### src/rtl/seq_div_nr32.sv
// Multi-cycle unsigned non-restoring divider: one shared (WIDTH+1)-bit add/sub step per cycle,
// started by a one-cycle pulse, result flagged by a one-cycle done pulse.
module seq_div_nr32 #(
  parameter int WIDTH = 32
) (
  input  logic             clk,
  input  logic             rst,
  input  logic             start,
  input  logic [WIDTH-1:0] dividend,
  input  logic [WIDTH-1:0] divisor,
  output logic             busy,
  output logic             done,
  output logic [WIDTH-1:0] quotient,
  output logic [WIDTH-1:0] remainder,
  output logic             div_by_zero
);

  localparam int CW = $clog2(WIDTH);

  typedef enum logic [1:0] {S_IDLE, S_RUN, S_FIX, S_DONE} state_t;

  state_t           r_state, w_state_next;
  logic [WIDTH:0]   r_p;
  logic [WIDTH:0]   r_d;
  logic [WIDTH-1:0] r_q;
  logic [CW-1:0]    r_cnt;

  logic             w_sub;
  logic [WIDTH:0]   w_add_a;
  logic [WIDTH:0]   w_add_b;
  logic [WIDTH:0]   w_sum;
  logic             w_last;

  assign w_last = (r_cnt == CW'(WIDTH - 1));

  // Shared adder: RUN feeds the shifted partial remainder, FIX feeds P unshifted with sub=0.
  always_comb begin
    w_sub   = 1'b0;
    w_add_a = r_p;
    if (r_state == S_RUN) begin
      w_sub   = ~r_p[WIDTH];
      w_add_a = {r_p[WIDTH-1:0], r_q[WIDTH-1]};
    end
  end

  assign w_add_b = r_d ^ {(WIDTH+1){w_sub}};
  assign w_sum   = w_add_a + w_add_b + {{WIDTH{1'b0}}, w_sub};

  assign busy = (r_state == S_RUN) || (r_state == S_FIX);
  assign done = (r_state == S_DONE);

  always_ff @(posedge clk) begin
    if (rst) r_state <= S_IDLE;
    else     r_state <= w_state_next;
  end

  always_comb begin
    w_state_next = r_state;
    case (r_state)
      S_IDLE, S_DONE: begin
        if (start) w_state_next = (divisor == '0) ? S_DONE : S_RUN;
        else       w_state_next = S_IDLE;
      end
      S_RUN:   if (w_last) w_state_next = S_FIX;
      S_FIX:   w_state_next = S_DONE;
      default: w_state_next = S_IDLE;
    endcase
  end

  always_ff @(posedge clk) begin
    if (rst) begin
      r_p         <= '0;
      r_d         <= '0;
      r_q         <= '0;
      r_cnt       <= '0;
      quotient    <= '0;
      remainder   <= '0;
      div_by_zero <= 1'b0;
    end else begin
      case (r_state)
        S_IDLE, S_DONE: begin
          if (start) begin
            if (divisor != '0) begin
              r_d   <= {1'b0, divisor};
              r_p   <= '0;
              r_q   <= dividend;
              r_cnt <= '0;
            end else begin
              quotient    <= '1;
              remainder   <= dividend;
              div_by_zero <= 1'b1;
            end
          end
        end
        S_RUN: begin
          r_p   <= w_sum;
          r_q   <= {r_q[WIDTH-2:0], ~w_sum[WIDTH]};
          r_cnt <= r_cnt + CW'(1);
        end
        S_FIX: begin
          // A negative final partial remainder gets one restoring add.
          if (r_p[WIDTH]) r_p <= w_sum;
          quotient    <= r_q;
          remainder   <= r_p[WIDTH] ? w_sum[WIDTH-1:0] : r_p[WIDTH-1:0];
          div_by_zero <= 1'b0;
        end
        default: ;
      endcase
    end
  end

endmodule

### config.mk
export PLATFORM = sky130hd
export DESIGN_NAME = seq_div_nr32
export DESIGN_NICKNAME = d
export VERILOG_FILES = /design/src/rtl/seq_div_nr32.sv
export SDC_FILE = /design/constraint.sdc
export NUM_CORES = 1
export LEC_CHECK = 0
export BUFFER_PORTS_ARGS = -buffer_cell sky130_fd_sc_hd__buf_4
export CAP_MARGIN = 30
export CORE_MARGIN = 10
export CORE_UTILIZATION = 47
export DETAILED_ROUTE_END_ITERATION = 10
export PLACE_DENSITY = 0.7
export SLEW_MARGIN = 10
export SYNTH_ARGS = -nofsm -noshare
export SYNTH_HDL_FRONTEND = slang
export SYNTH_SLANG_ARGS = --single-unit
export TNS_END_PERCENT = 50
### constraint.sdc
create_clock -name clk -period 10.4 [get_ports clk]
set_input_delay 0 -clock clk [delete_from_list [all_inputs] [get_ports clk]]
set_output_delay 0 -clock clk [all_outputs]
set_load 0.1 [all_outputs]
Word level (Yosys, flattened, before mapping)
Index checks and enable logic that the tools add are counted.
- add/subtract/negate cells: 3
- eq/ne operators: 9
- multiplexer cells: 26
- bitwise operators: 3
- reductions and logical operators: 12
- operator list (kind ; count):
    32-bit two-way mux ; 7
    32-bit one-hot mux with 2 select lines ; 3
    33-bit two-way mux ; 4
    33-bit one-hot mux with 3 select lines ; 1
    33-bit by 1-bit adder with 33-bit output ; 1
    33-bit adder ; 1
    32-bit by 33-bit bitwise XOR with 33-bit output ; 1
    32-bit logical NOT ; 1
    32-bit nonzero test ; 1
    3-bit AND reduction ; 4
    5-bit two-way mux ; 2
    2-bit inequality test, second input constant ; 5
    5-bit one-hot mux with 2 select lines ; 1
    2-bit two-way mux ; 3
    2-bit one-hot mux with 3 select lines ; 1
    5-bit by 1-bit adder with 5-bit output, second input constant ; 1
    5-bit equality test, second input constant ; 1
    2-bit equality test, second input constant ; 2
    2-bit nonzero test ; 2
    1-bit two-way mux ; 3
    2-bit by 1-bit equality test with 1-bit output, second input constant ; 1
    2-bit logical NOT ; 1
    1-bit NOT ; 2
    1-bit one-hot mux with 2 select lines ; 1
    other kinds (3) ; 3
- register bits: 169
- output and inout bits: 67
- logic and storage cells: 62

Logic depth before layout (Yosys ltp)
- depth in word-level cells: 7
- depth in mapped cells: 18
- depth with buffers taken out: 15

Worst setup path after synthesis
No wires, ideal clock.
- path kind: register -> register
- start: reg r_state[0]
- end: reg remainder[11]
- data arrival time: 3.806 ns
- data required time: 10.330 ns
- setup slack: 6.524 ns
- cell stages (with the launch flop): 15
- path through: dfxtp_1 > ha_1 > buf_6 > clkbuf_1 > buf_1 > mux2_2 > ha_1 > o21ai_0 > a211oi_2 > or3_4 > a211oi_1 > xnor2_1 > mux2i_1 > a211o_1 > a21oi_1
- longest elaborated chain between the ends: 7
- ends and longest elaborated chain (item ; RTL line ; source):
    start: declaration ; 22 ; state_t r_state, w_state_next;
    start signal: assignment ; 54 ; else r_state <= w_state_next;
    2-bit by 1-bit equality test with 1-bit output ; 40 ; if (r_state == S_RUN) begin
    1-bit two-way mux ; 40 ;
    32-bit by 33-bit bitwise XOR with 33-bit output ; 46 ; assign w_add_b = r_d ^ {(WIDTH+1){w_sub}};
    33-bit adder ; 47 ; assign w_sum = w_add_a + w_add_b + {{WIDTH{1'b0}}, w_sub};
    33-bit by 1-bit adder with 33-bit output ; 47 ;
    32-bit two-way mux ; 104 ; remainder <= r_p[WIDTH] ? w_sum[WIDTH-1:0] : r_p[WIDTH-1:0];
    32-bit one-hot mux with 2 select lines ; 80 ; case (r_state)
    end signal: assignment ; 90 ; remainder <= dividend;
    end signal: assignment ; 104 ;
    end: declaration ; 14 ; output logic [WIDTH-1:0] remainder,
Several ways; a longest one is shown, not always the timed one.
A chain may end at the register's enable or synchronous reset.

Worst setup path after layout
- start: reg r_p[32]
- end: reg r_q[0]
- longest elaborated chain between the ends: 7
- ends and longest elaborated chain (item ; RTL line ; source):
    start: declaration ; 23 ; logic [WIDTH:0] r_p;
    start signal: assignment ; 96 ; r_p <= w_sum;
    start signal: assignment ; 102 ; if (r_p[WIDTH]) r_p <= w_sum;
    1-bit NOT ; 41 ; w_sub = ~r_p[WIDTH];
    1-bit two-way mux ; 40 ;
    32-bit by 33-bit bitwise XOR with 33-bit output ; 46 ;
    33-bit adder ; 47 ;
    33-bit by 1-bit adder with 33-bit output (*) ; 47 ;
    1-bit NOT (*) ; 97 ; r_q <= {r_q[WIDTH-2:0], ~w_sum[WIDTH]};
    32-bit one-hot mux with 2 select lines (*) ; 80 ;
    end signal: assignment ; 86 ; r_q <= dividend;
    end signal: assignment ; 97 ;
    end: declaration ; 25 ; logic [WIDTH-1:0] r_q;
Mark *: on every way between the ends. The rest lies on a longest branch, timed or not.

==> impl_metrics.json <==
{
  "period_share_pct": 43.9,
  "r2r_start": "r_p[32]",
  "drt_iter0_drc": 762,
  "synthArstFlopShare_pct": 0,
  "criticalPathCategory": "flop to flop",
  "cp.arrival_ns": 4.92,
  "yosys_register_bits": 169,
  "p_leak_uw": 0.00463,
  "drive_above_1_share_pct": 17.5,
  "p_sw_share_pct": 49.5,
  "tns_ns": 0,
  "final_nets": 1416,
  "r2r_cells": 16,
  "syn-num-nets": 1275,
  "cpMaxStageDelayCell": "buf_4",
  "worstMarginPinSlew_ns": 0.948,
  "grt_max_degree": 94,
  "cts_tree": "done",
  "grt_overflow": 0,
  "synth-edff-count": 0,
  "drv_cap": 0,
  "cts_sinks": 169,
  "via_count": 9047,
  "antenna_found_initial": 1,
  "synth.distinct_cells": 69,
  "die_x_um": 162,
  "report.final.slew_viol_count": 0,
  "finish.utilization_pct": 60.8,
  "clkTransAtPathRegs_ns": 0.08,
  "rows": 51,
  "rsz0062_at_grt": "false",
  "hp-class": "input pin to flop",
  "synthTopCellsByCount": "169 x dfxtp_1, 149 x nand2_1, 123 x a21oi_1",
  "vdd_drop_max_v": 0.000156,
  "critPathBufInv": 4,
  "combPwrFrac_pct": 54.2,
  "die-area_um2": 26300,
  "htreeDepth": 4,
  "crit_chain": "buf_4, inv_1, nand2_1, buf_4, xnor2_1, inv_1, fa_1, nor2b_1, o211ai_1, a31o_2, o211ai_1, o22ai_1, o22ai_1, mux2i_1, o21ai_0, a31oi_1",
  "grt_usage_pct": 20.2,
  "drt-wirelength-per-cell_um": 17.2,
  "netlist_instances": 1171,
  "gp_congestion": 0.890,
  "synth_most_common_cell": "dfxtp_1",
  "worstPathMaxFanout": 41,
  "viasPerCell": 5.69,
  "ys.flop_type": "dfxtp_1",
  "r2r-end": "r_q[0]",
  "fmax_mhz": 219,
  "powerDensity_nw_per_um2": 284,
  "yosys_warnings": 0,
  "cts_buffers": 17,
  "hold_depth": 2,
  "ys_seq_area_share_pct": 35.6,
  "insertion_delay_ns": 0.44,
  "hp-start": "rst",
  "io_buffers": 133,
  "rrSetupSlack_ns": 5.84,
  "first_global_vias": 8414,
  "drc": 0,
  "place_ws_ns": 5.88,
  "slowest_delay_ns": 0.46,
  "status": "complete, no violations",
  "endpoint_kind": "flop",
  "yosys.area.top_type_share_pct": 35.6,
  "seqPwrFrac_pct": 27.0,
  "relSlewSlack_pct": 36.6,
  "layout_min_cycle_time_ns": 4.56,
  "die_h_um": 162,
  "setup_viol": 0,
  "worstPathRequired_ns": 10.76,
  "start_util_pct": 48.4,
  "grt_pass1_wl_um": 44500,
  "hold_end": "quotient[27]",
  "boundaryPins": 134,
  "synthTopCellsByArea": "dfxtp_1 36%, a21oi_1 6.5%, mux2i_1 5.9%",
  "cp-start-kind": "flop",
  "ant_nets": 0,
  "synthToLayoutAreaGrowth_pct": 25.6,
  "hold_viol": 0,
  "multiInputGateArea_um2": 5780,
  "netlist_area_um2": 9510,
  "setup_ws_ns": 5.84,
  "crit_path_start": "r_p[32]",
  "fillers": 1780,
  "core-area_um2": 19700,
  "switching_power_uw": 1670,
  "cts_resized": 0,
  "cp_top_family": "compound AO/OA/AOI/OAI gates",
  "clockBufferDepth": 2,
  "wl_um": 27300,
  "synth_area_leader_cell": "dfxtp_1",
  "detailed_place_hpwl_um": 19000,
  "fin_worst_skew_ns": 0.0130,
  "avgSynthCellArea_um2": 8.12,
  "pwr-share-clk_pct": 18.7,
  "root_buffer": "clkbuf_16",
  "firstDrtPassIters": 5,
  "intPower_uw": 1710,
  "regArea_um2": 3380
}
per-layer routing:
layer,GRT usage (%),part of all wire (%)
met5,0,0
met4,4.51,1.4
met3,4.63,6.7
met2,29.3,43
met1,29.4,49
power groups by stage:
stage	sequential [µW]	clock, µW	combinational [µW]
floorplan	1220	0	1080
global placement	924	0	1750
detailed placement	929	0	1800
CTS	913	642	1820
global route	935	672	2000
finish	916	634	1840
layout by cell type, fill, tap and decap left out, drive strengths merged, types with 11 or more instances in the layout:
cell type,n
nor4,11
ha,36
a31oi,15
clkbuf,18
dlygate4sd3,65
nor2,121
xnor2,52
mux2i,56
buf,146
a211oi,44
nor2b,12
dfxtp,169
o21ai,74
a21o,12
nand3,15
a21oi,125
mux2,32
inv,23
a22oi,28
nand2,149
cell families after synthesis:
kind of cell	after synthesis	synth area share, %
buf+inv	107	4.34
simple gates	354	16.4
xor+xnor	60	5.53
flops	169	35.6
mux	88	9.72
fa+ha+maj	37	4.95
compound gates	356	23.5
through the flow:
| stage | hold slack, ns | total power, µW | cells | instance area [µm²] |
|---|---|---|---|---|
| global route | 0.105 | 3600 | 1591 | 11900 |
| floorplan | 0.136 | 2300 | 1171 | 9510 |
| global placement | 0.260 | 2670 | 1490 | 10600 |
| detailed placement | 0.266 | 2730 | 1492 | 10700 |
| CTS | 0.0783 | 3380 | 1589 | 11900 |
| finish | 0.0848 | 3390 | 1591 | 11900 |
worst max path at each step:
| stage | end | slack, ns | depth (start not counted) |
|---|---|---|---|
| after CTS | r_p[32] | 5.82 | 16 |
| after global routing | r_q[0] | 5.43 | 16 |
| after global placement | r_p[32] | 5.98 | 16 |
| final | r_q[0] | 5.84 | 16 |
| after detailed placement | r_p[32] | 5.88 | 16 |
| after floorplan | remainder[11] | 6.52 | 14 |
registers in the layout, summed over array words and instances, names as in the netlist:
name	cells
div_by_zero	1
quotient	32
r_cnt	5
r_d	32
r_p	33
r_q	32
r_state	2
remainder	32
area by class of cell:
cell class | count | share of cell area [%]
Antenna cell | 1 | 0.0210
Multi-Input combinational cell | 895 | 48.4
Inverter | 18 | 0.566
Clock buffer | 18 | 3.68
Sequential cell | 169 | 28.3
Tap cell | 265 | 2.78
Timing Repair Buffer | 211 | 15.0
Clock inverter | 14 | 1.29
timing repair:
action                    4_1_cts  5_1_grt
hold endpoints to repair       77        0
hold buffers                   65        0
buffers inserted                0        0
worst reg2reg max path: stages (launching register included):
cell and delay, ns:
dfxtp_2 0.31, buf_4 0.46, inv_1 0.37, nand2_1 0.14
buf_4 0.42, xnor2_1 0.22, inv_1 0.09, fa_1 0.43
nor2b_1 0.17, o211ai_1 0.15, a31o_2 0.30, o211ai_1 0.34
o22ai_1 0.18, o22ai_1 0.32, mux2i_1 0.26, o21ai_0 0.13
a31oi_1 0.20
Note: power is estimated with default switching activity, not from simulation.
